### config.mk
export PLATFORM = sky130hd
export DESIGN_NAME = pc_redirect_unit
export DESIGN_NICKNAME = d
export VERILOG_FILES = /design/src/rtl/pc_redirect_unit.sv
export SDC_FILE = /design/constraint.sdc
export NUM_CORES = 1
export LEC_CHECK = 0
export CORE_MARGIN = 4
export CORE_UTILIZATION = 43
export DETAILED_ROUTE_END_ITERATION = 8
export GPL_TIMING_DRIVEN = 1
export PLACE_DENSITY = 0.84
export SLEW_MARGIN = 20
export SYNTH_ARGS = -nofsm -noshare
export SYNTH_HDL_FRONTEND = slang
export SYNTH_SLANG_ARGS = --single-unit
### constraint.sdc
create_clock -name clk -period 2 [get_ports clk]
set_input_delay 0.5 -clock clk [delete_from_list [all_inputs] [get_ports clk]]
set_output_delay 0.5 -clock clk [all_outputs]
set_load 0.01 [all_outputs]
### src/rtl/pc_redirect_unit.sv
// pc_redirect_unit: fetch PC register and instruction-memory request driver.
// Takes the EX-stage branch decision, redirects fetch to the branch target,
// holds a multi-cycle flush after each redirect, traps misaligned targets
// and keeps a saturating count of accepted redirects.
module pc_redirect_unit #(
  parameter int              XLEN         = 32,
  parameter logic [XLEN-1:0] RESET_PC     = '0,
  parameter int              FLUSH_CYCLES = 2
) (
  input  logic            clk,
  input  logic            rst,
  input  logic            branch_taken,
  input  logic [XLEN-1:0] branch_target,
  input  logic            stall,
  input  logic            imem_ready,
  output logic            imem_req,
  output logic [XLEN-1:0] imem_addr,
  output logic            flush,
  output logic            misalign_err,
  output logic [15:0]     redirect_cnt
);

  typedef enum logic [1:0] {BOOT, FETCH, FLUSH, ERR} state_t;

  // Counter is loaded with the number of extra flush cycles after the first.
  localparam logic [2:0] FLUSH_LAST = 3'(FLUSH_CYCLES - 1);
  localparam logic [XLEN-1:0] PC_STEP = XLEN'(4);

  state_t          state;
  logic [XLEN-1:0] pc;
  logic [2:0]      flush_cnt;

  assign imem_addr = pc;

  // Single FSM: state, PC, flush counter and all registered outputs.
  always_ff @(posedge clk or posedge rst) begin
    if (rst) begin
      state        <= BOOT;
      pc           <= RESET_PC;
      flush_cnt    <= '0;
      imem_req     <= 1'b0;
      flush        <= 1'b0;
      misalign_err <= 1'b0;
      redirect_cnt <= '0;
    end else begin
      // misalign_err is a pulse; only the FETCH trap branch raises it.
      misalign_err <= 1'b0;
      case (state)
        BOOT: begin
          state    <= FETCH;
          imem_req <= 1'b1;
          flush    <= 1'b0;
        end
        FETCH: begin
          if (branch_taken && (branch_target[1:0] != 2'b00)) begin
            // Misaligned target: stop fetching for good, keep pipe killed.
            state        <= ERR;
            misalign_err <= 1'b1;
            imem_req     <= 1'b0;
            flush        <= 1'b1;
          end else if (branch_taken) begin
            // Redirect beats stall and a pending unaccepted request.
            state     <= FLUSH;
            pc        <= branch_target;
            flush_cnt <= FLUSH_LAST;
            imem_req  <= 1'b1;
            flush     <= 1'b1;
            if (redirect_cnt != 16'hFFFF)
              redirect_cnt <= redirect_cnt + 16'd1;
          end else if (!stall && imem_ready) begin
            pc <= pc + PC_STEP;
          end
        end
        FLUSH: begin
          // Branch/stall here come from killed instructions; ignore them.
          if (imem_ready)
            pc <= pc + PC_STEP;
          if (flush_cnt == 3'd0) begin
            state <= FETCH;
            flush <= 1'b0;
          end else begin
            flush_cnt <= flush_cnt - 3'd1;
          end
        end
        ERR: begin
          state    <= ERR;
          imem_req <= 1'b0;
          flush    <= 1'b1;
        end
        default: begin
          state    <= BOOT;
          imem_req <= 1'b0;
          flush    <= 1'b0;
        end
      endcase
    end
  end

endmodule

==> out/summary.txt, run 1 <==
Number of vias per cell after detailed routing: 5.69
Count of inserted antenna diode cells: 0
Relative slew slack: 70.2%
Number of sinks on the clock net: 55
Filler cells: 589
Critical Path End Type: flip-flop
Clock period minus final worst setup slack: 1.96 ns
Post-synthesis instance total: 340
DIE WIDTH: 92.9 microns
Effective utilization at floorplan: 44.9%
Tightest hold margin: 0.482 ns
Actual slew at the worst max-slew pin: 0.446 ns
Maximum achievable frequency: 0.510 GHz
Yosys warning total: 0
Number of maximum-capacitance constraint violations: 0
Remaining antenna violation count after routing: 0
Worst endpoint required time: 2.25 ns
Clk_skew: 0.0149 ns
HPWL reported at the end of detailed placement: 6.92 mm
Number of remaining DRC errors: 0
DR pass1 iterations: 5
Setup repair after global routing missed its margin: yes
Final RePlAce weighted congestion: 0.897
Post-DR wirelength/cell: 16.1 microns
Pwr Density: 530 nW/um^2
Number of setup violations in the final report: 0
Critical Path Source Type: flip-flop
Std-Cell Rows: 30
Met2 wire length: 4.45 mm
Number of vias after detailed routing: 3194
Sequential cell area fraction in the yosys report: 44.4%
Number of global-route vias before repair: 3143
Post-route met1 wirelength: 3.95 mm
Number of nets at the end of the flow: 505
Share of the synthesized area in the top cell type: 44.4%
Main area contributors after synthesis: sky130_fd_sc_hd__dfrtp_1, sky130_fd_sc_hd__a21oi_1, sky130_fd_sc_hd__nand2_1
Number of distinct library cells after synthesis: 53
Hold buffers post-CTS: 0
Count of pins over their slew limit: 0
Total met3 wirelength after detailed routing: 485 microns
Cell taking the most area after synthesis: sky130_fd_sc_hd__dfrtp_1
Combined area of all synthesized cells: 3100 sq um
Y dimension of the die: 92.9 microns
Root buffer cell: sky130_fd_sc_hd__clkbuf_8
Crit path kind: flip-flop to flip-flop
I/O Buffers: 87
Final global-route overflow total: 0
Total power consumption of the routed design: 2.42 mW
Total nets after synthesis: 381
Number of synthesized register bits: 55
Number of antenna violations at the first check in global routing: 0
Global-route wire length before repair: 15.2 mm
Clock-pin slew on the worst setup and hold paths: 0.10 ns
Ratio of cells with drive above 1 in the final layout: 17.8%
Number of H-tree branching levels: 2
Top library cells by usage in the layout, fill and taps aside: sky130_fd_sc_hd__clkdlybuf4s50_1, sky130_fd_sc_hd__dfrtp_1, sky130_fd_sc_hd__buf_4
Top-level port count: 88
Mean post-synth cell area: 9.12 sq um
Total CTS buffers: 5
Portion of the clock cycle consumed by the worst path in the final layout: 98.0%
Total wire length after detailed routing: 9.03 mm
Fraction of synthesis flops using an asynchronous set or reset pin: 100%
Top layer used by detailed routing: met4
Clk Latency, worst-skew pair: 0.31 ns
Critical path data arrival time: 2.21 ns
Flip-flop cell with the highest count after synthesis: sky130_fd_sc_hd__dfrtp_1
Core outline area: 6910 sq um
Leakage power of the design: 1.88 nW
CTS tree: done
Layout Area Growth over Synthesis: 47.3%
Pin count of the biggest net entering global routing: 24
Area of the die: 8630 sq um
Most common cell after layout, fill and taps aside: sky130_fd_sc_hd__clkdlybuf4s50_1
Count of flip-flops with a built-in enable after synthesis: 0
Largest fanout on the critical path: 5
Worst hold path class: input port to asynchronous set/reset pin
Hold Vio Cnt, Final: 0
Result of the run: completed
Global router's overall resource usage: 21.5%
Max clock buf depth: 2
Largest voltage drop on the vdd net: 320 uV
First-iteration detailed-routing DRC count: 180
[synth_stat cells, types with 8 or more instances]
library cell	instances
sky130_fd_sc_hd__dfrtp_1	55
sky130_fd_sc_hd__a21oi_1	36
sky130_fd_sc_hd__nand2_1	32
sky130_fd_sc_hd__nand3_1	21
sky130_fd_sc_hd__o21ai_0	20
sky130_fd_sc_hd__nor2_1	19
sky130_fd_sc_hd__nand4_1	17
sky130_fd_sc_hd__clkbuf_1	12
sky130_fd_sc_hd__o22ai_1	11
sky130_fd_sc_hd__xnor2_1	11
sky130_fd_sc_hd__and3_1	8
sky130_fd_sc_hd__inv_1	8
[layer usage]
metal	vias to the layer above	track usage, %
met5	-	0
met4	0	7.08
met3	10	3.17
met2	109	35.1
met1	1542	29.4
li1	1533	-
[final cells by class]
cell class / count / area [sq um] / area share [%]
clock buffers: 8 / 100 / 2.19
inverters: 8 / 30.0 / 0.658
multi-input cells: 259 / 1640 / 36.0
flip-flops and latches: 55 / 1380 / 30.3
well taps: 96 / 120 / 2.63
repair buffers: 135 / 1290 / 28.3
[logic make-up after synthesis]
logic type	count (synthesis)	synth area share, %
compound gates	104	21.2
simple gates	134	23.1
flops	55	44.4
mux	4	1.41
xor+xnor	13	3.67
fa+ha+maj	4	1.61
buf+inv	26	4.56
[flip-flops by register name, indices dropped and copies added (netlist names)]
| register | count |
|---|---|
| imem_addr | 32 |
| misalign_err | 1 |
| redirect_cnt | 16 |
| imem_req | 1 |
| state | 2 |
| flush_cnt | 3 |
[through the flow]
step	utilization (%)	cell area (sq um)	TNS (ns)	std cells	setup WS, ns
2_1_floorplan	-	3130	-0.0727	340	-0.0583
3_3_place_gp	63.7	4400	-11.04	549	-0.481
5_1_grt	66.1	4570	-0.0515	561	-0.0385
6_report	66.1	4570	0	561	0.0398
3_5_place_dp	63.7	4400	-12.26	549	-0.522
4_1_cts	65.5	4520	0	559	0.0233
[critical path: stages (launching register included)]
cell	delay (ns)
sky130_fd_sc_hd__dfrtp_1	0.39
sky130_fd_sc_hd__nand3_2	0.11
sky130_fd_sc_hd__or4_4	0.58
sky130_fd_sc_hd__or4_4	0.52
sky130_fd_sc_hd__a21oi_2	0.16
sky130_fd_sc_hd__a2bb2oi_2	0.13
[worst paths after layout]
kind / start / endpoint / slack [ns] / cells after the start
min reg2reg: flush_cnt[2] / flush_cnt[2] / 0.50 / 2
max reg2reg: imem_addr[8] / imem_addr[25] / 0.04 / 5
max in group asynchronous: rst / redirect_cnt[15] / 1.03 / 3
min: rst / imem_addr[3] / 0.48 / 2
min in group clk: flush_cnt[2] / flush_cnt[2] / 0.50 / 2
max: imem_addr[8] / imem_addr[25] / 0.04 / 5
[repair_timing]
action / in CTS / in global routing
endpoints found under the hold margin: 0 / 0
setup buffers: 2 / 2
gates resized for setup: 5 / 5
gates cloned: 0 / 0
endpoints found under the setup margin: 9 / 4
pin swaps: 3 / 5
[power breakdown]
group	switching (mW)	internal, mW
Sequential	0.0803	1.18
Combinational	0.215	0.285
Clock	0.347	0.317
No activity file was read; power rests on OpenSTA's default activity.
==> inputs of run 2 (changes only) <==
- CORE_MARGIN: 4 -> 2
- SKIP_CTS_REPAIR_TIMING: unset -> 1
==> out/summary.txt, run 2 (synthesis gave the netlist of run 1 again) <==
Pwr Density: 523 nW/um^2
I/O Buffers: 87
Largest voltage drop on the vdd net: 347 uV
Global-route wire length before repair: 14.3 mm
Core outline area: 6870 sq um
Portion of the clock cycle consumed by the worst path in the final layout: 98.3%
CTS tree: done
Critical Path Source Type: input port
Hold Vio Cnt, Final: 0
Root buffer cell: sky130_fd_sc_hd__clkbuf_8
Maximum achievable frequency: 0.508 GHz
Number of global-route vias before repair: 3070
Critical Path End Type: flip-flop
HPWL reported at the end of detailed placement: 6.71 mm
Total non-filler cell area in the finished layout: 4570 sq um
Number of remaining DRC errors: 0
Cell count after placement: 547
Post-place setup slack: -0.555 ns
Max clock buf depth: 2
Post-layout worst setup margin: 0.0331 ns
Area of the die: 7900 sq um
Ratio of cells with drive above 1 in the final layout: 17.7%
Clk_skew: 0.0143 ns
Count of pins over their slew limit: 0
Actual slew at the worst max-slew pin: 0.500 ns
Total CTS buffers: 5
Worst hold path class: input port to asynchronous set/reset pin
Layout Area Growth over Synthesis: 47.5%
Worst endpoint required time: 2.19 ns
Top library cells by usage in the layout, fill and taps aside: sky130_fd_sc_hd__clkdlybuf4s50_1, sky130_fd_sc_hd__dfrtp_1, sky130_fd_sc_hd__buf_4
Worst setup path start: branch_target[0]
Total wire length after detailed routing: 9.11 mm
Y dimension of the die: 88.9 microns
Cell depth of the worst flop-to-flop path: 6
First-iteration detailed-routing DRC count: 173
Number of flip-flops under the largest register name: 32
Top-level port count: 88
Count of inserted antenna diode cells: 0
Pin count of the biggest net entering global routing: 49
Relative slew slack: 66.6%
DR pass1 iterations: 6
Final global-route overflow total: 0
Number of H-tree branching levels: 2
Clk Latency, worst-skew pair: 0.31 ns
Total power consumption of the routed design: 2.39 mW
Number of sinks on the clock net: 55
Core Util, Final: 66.5%
Leakage power of the design: 1.89 nW
Post-route insts no fill: 559
Largest fanout on the critical path: 3
Std-Cell Rows: 30
Post-DR wirelength/cell: 16.3 microns
Remaining antenna violation count after routing: 0
Launching point of the worst reg2reg path: imem_addr[15]
Number of maximum-capacitance constraint violations: 0
Critical path data arrival time: 2.16 ns
Final RePlAce weighted congestion: 0.885
Global router's overall resource usage: 22.7%
Post-place instance area: 4410 sq um
Number of vias per cell after detailed routing: 5.77
Crit path kind: input port to flip-flop
Reg-to-reg critical path endpoint: imem_addr[29]
Result of the run: completed
Number of nets at the end of the flow: 503
DIE WIDTH: 88.9 microns
Effective utilization at floorplan: 45.1%
Number of vias after detailed routing: 3224
Clock-pin slew on the worst setup and hold paths: 0.10 ns
Number of antenna violations at the first check in global routing: 0
R2r setup slk: 0.04 ns
Number of setup violations in the final report: 0
Clock period minus final worst setup slack: 1.97 ns
Most common cell after layout, fill and taps aside: sky130_fd_sc_hd__clkdlybuf4s50_1
run 2: worst max path at each step:
stage                       endpoint
global placement    redirect_cnt[14]
floorplan              imem_addr[25]
CTS                 redirect_cnt[14]
finish              redirect_cnt[14]
detailed placement  redirect_cnt[14]
global route           imem_addr[29]
run 2: cell type report:
class,instances,area [sq um]
flip-flops and latches,55,1380
fillers,551,2300
inverters,8,30.0
repair buffers,133,1310
clock inverters,2,16.3
well taps,96,120
multi-input cells,259,1640
clock buffers,6,72.6
run 2: through the flow:
step,hold slack [ns],TNS (ns)
finish,0.427,0
global route,0.416,-0.0316
CTS,0.420,-0.780
detailed placement,0.477,-12.54
global placement,0.461,-11.93
floorplan,0.445,-0.0727
run 2: critical path: stages:
cell,delay [ns]
sky130_fd_sc_hd__dlymetal6s2s_1,0.15
sky130_fd_sc_hd__or3b_4,0.42
sky130_fd_sc_hd__nor4_4,0.35
sky130_fd_sc_hd__and3_4,0.24
sky130_fd_sc_hd__and3_4,0.18
sky130_fd_sc_hd__mux2_2,0.32
run 2: routing by layer:
| layer | track usage, % | vias up | part of all wire, % |
|---|---|---|---|
| met4 | 8.13 | 0 | 2.2 |
| met1 | 30.6 | 1542 | 43 |
| met5 | 0 | - | 0 |
| met2 | 37.4 | 134 | 49 |
| li1 | - | 1522 | - |
| met3 | 3.23 | 26 | 5.8 |
run 2: report_power, final:
part	internal (mW)	switching, mW
clock	0.253	0.384
sequential	1.18	0.0815
combinational	0.282	0.210
total	1.71	0.676
==> inputs of run 3 (changes only) <==
- PLACE_DENSITY: 0.84 -> 0.83
==> out/summary.txt, run 3 (synthesis gave the netlist of run 1 again) <==
Clock period minus final worst setup slack: 1.96 ns
Portion of the clock cycle consumed by the worst path in the final layout: 97.8%
Worst endpoint required time: 2.24 ns
Global-route wire length before repair: 14.2 mm
Global router's overall resource usage: 22.6%
Total CTS buffers: 5
Count of inserted antenna diode cells: 0
Layout Area Growth over Synthesis: 45.8%
Max clock buf depth: 2
Hold Vio Cnt, Final: 0
Effective utilization at floorplan: 45.1%
Remaining antenna violation count after routing: 0
CTS tree: done
Area of the die: 7900 sq um
Reg area: 1380 sq um
Area taken by multi-input logic gates: 1630 sq um
Critical Path Source Type: flip-flop
Final RePlAce weighted congestion: 0.841
Number of sinks on the clock net: 55
Core Util, Final: 65.8%
Most common cell after layout, fill and taps aside: sky130_fd_sc_hd__clkdlybuf4s50_1
Critical Path End Type: flip-flop
DIE WIDTH: 88.9 microns
Top-level port count: 88
Result of the run: completed
Final global-route overflow total: 0
Total non-filler cell area in the finished layout: 4520 sq um
Cell depth of the worst flop-to-flop path: 5
Setup repair after global routing missed its margin: yes
Top library cells by usage in the layout, fill and taps aside: sky130_fd_sc_hd__clkdlybuf4s50_1, sky130_fd_sc_hd__dfrtp_1, sky130_fd_sc_hd__buf_4
Number of flip-flops under the largest register name: 32
Crit path kind: flip-flop to flip-flop
Core outline area: 6870 sq um
Actual slew at the worst max-slew pin: 0.472 ns
I/O Buffers: 87
Total power consumption of the routed design: 2.41 mW
Worst hold path class: input port to asynchronous set/reset pin
HPWL reported at the end of detailed placement: 6.68 mm
Number of maximum-capacitance constraint violations: 0
Critical path data arrival time: 2.20 ns
Clk_skew: 0.0143 ns
Std-Cell Rows: 30
Maximum achievable frequency: 0.511 GHz
Pwr Density: 533 nW/um^2
Root buffer cell: sky130_fd_sc_hd__clkbuf_8
Clk Latency, worst-skew pair: 0.32 ns
Y dimension of the die: 88.9 microns
Largest fanout on the critical path: 6
Number of vias per cell after detailed routing: 5.81
Ratio of cells with drive above 1 in the final layout: 16.9%
Post-route setup TNS: 0 ns
Relative slew slack: 68.4%
Clock-pin slew on the worst setup and hold paths: 0.11 ns
DR pass1 iterations: 5
First-iteration detailed-routing DRC count: 202
Post-DR wirelength/cell: 16.0 microns
Total wire length after detailed routing: 8.94 mm
Pin count of the biggest net entering global routing: 46
Number of H-tree branching levels: 2
Number of global-route vias before repair: 3122
Count of pins over their slew limit: 0
Number of nets at the end of the flow: 501
Largest voltage drop on the vdd net: 300 uV
Number of remaining DRC errors: 0
Leakage power of the design: 1.88 nW
Filler cells: 568
Number of antenna violations at the first check in global routing: 0
Number of setup violations in the final report: 0
Number of vias after detailed routing: 3234
Post-place instance area: 4380 sq um
==> run 3: layer usage <==
layer,part of all wire [%],up-vias,track usage [%]
li1,-,1519,-
met1,43,1555,30.2
met2,49,140,38.2
met3,6.0,20,2.95
met4,2.0,0,7.30
met5,0,-,0
==> run 3: path summary, 6_finish.rpt <==
path	endpoint	startpoint	slack, ns
max reg2reg	imem_addr[25]	imem_addr[16]	0.04
max	imem_addr[25]	imem_addr[16]	0.04
min reg2reg	flush_cnt[0]	flush_cnt[0]	0.48
min in group clk	flush_cnt[0]	flush_cnt[0]	0.48
max in group asynchronous	imem_addr[7]	rst	1.03
min	redirect_cnt[4]	rst	0.44
==> run 3: layout make-up <==
| class | count | share of cell area (%) |
|---|---|---|
| multi-input combinational | 259 | 36.1 |
| sequential | 55 | 30.6 |
| timing repair buffer | 131 | 27.9 |
| tap | 96 | 2.66 |
| clock buffer | 5 | 1.52 |
| inverter | 8 | 0.665 |
| clock inverter | 3 | 0.609 |
==> run 3: where the power goes <==
group          internal, mW  switching, mW
Sequential             1.18         0.0800
Clock                 0.260          0.394
Combinational         0.285          0.210
Total                  1.72          0.684
==> run 3: metrics by stage <==
stage	instances	setup WS, ns	hold WS, ns
2_1_floorplan	340	-0.0583	0.445
3_3_place_gp	548	-0.508	0.460
3_5_place_dp	548	-0.553	0.475
4_1_cts	556	-0.203	0.438
5_1_grt	557	-0.0243	0.450
6_report	557	0.0434	0.436
==> run 3: critical path, cell delays in order (launching register included) <==
cell and delay, ns:
sky130_fd_sc_hd__dfrtp_1 0.41, sky130_fd_sc_hd__nand4_4 0.12, sky130_fd_sc_hd__or4_4 0.54, sky130_fd_sc_hd__or4_4 0.53, sky130_fd_sc_hd__a21oi_2 0.16, sky130_fd_sc_hd__a2bb2oi_2 0.13
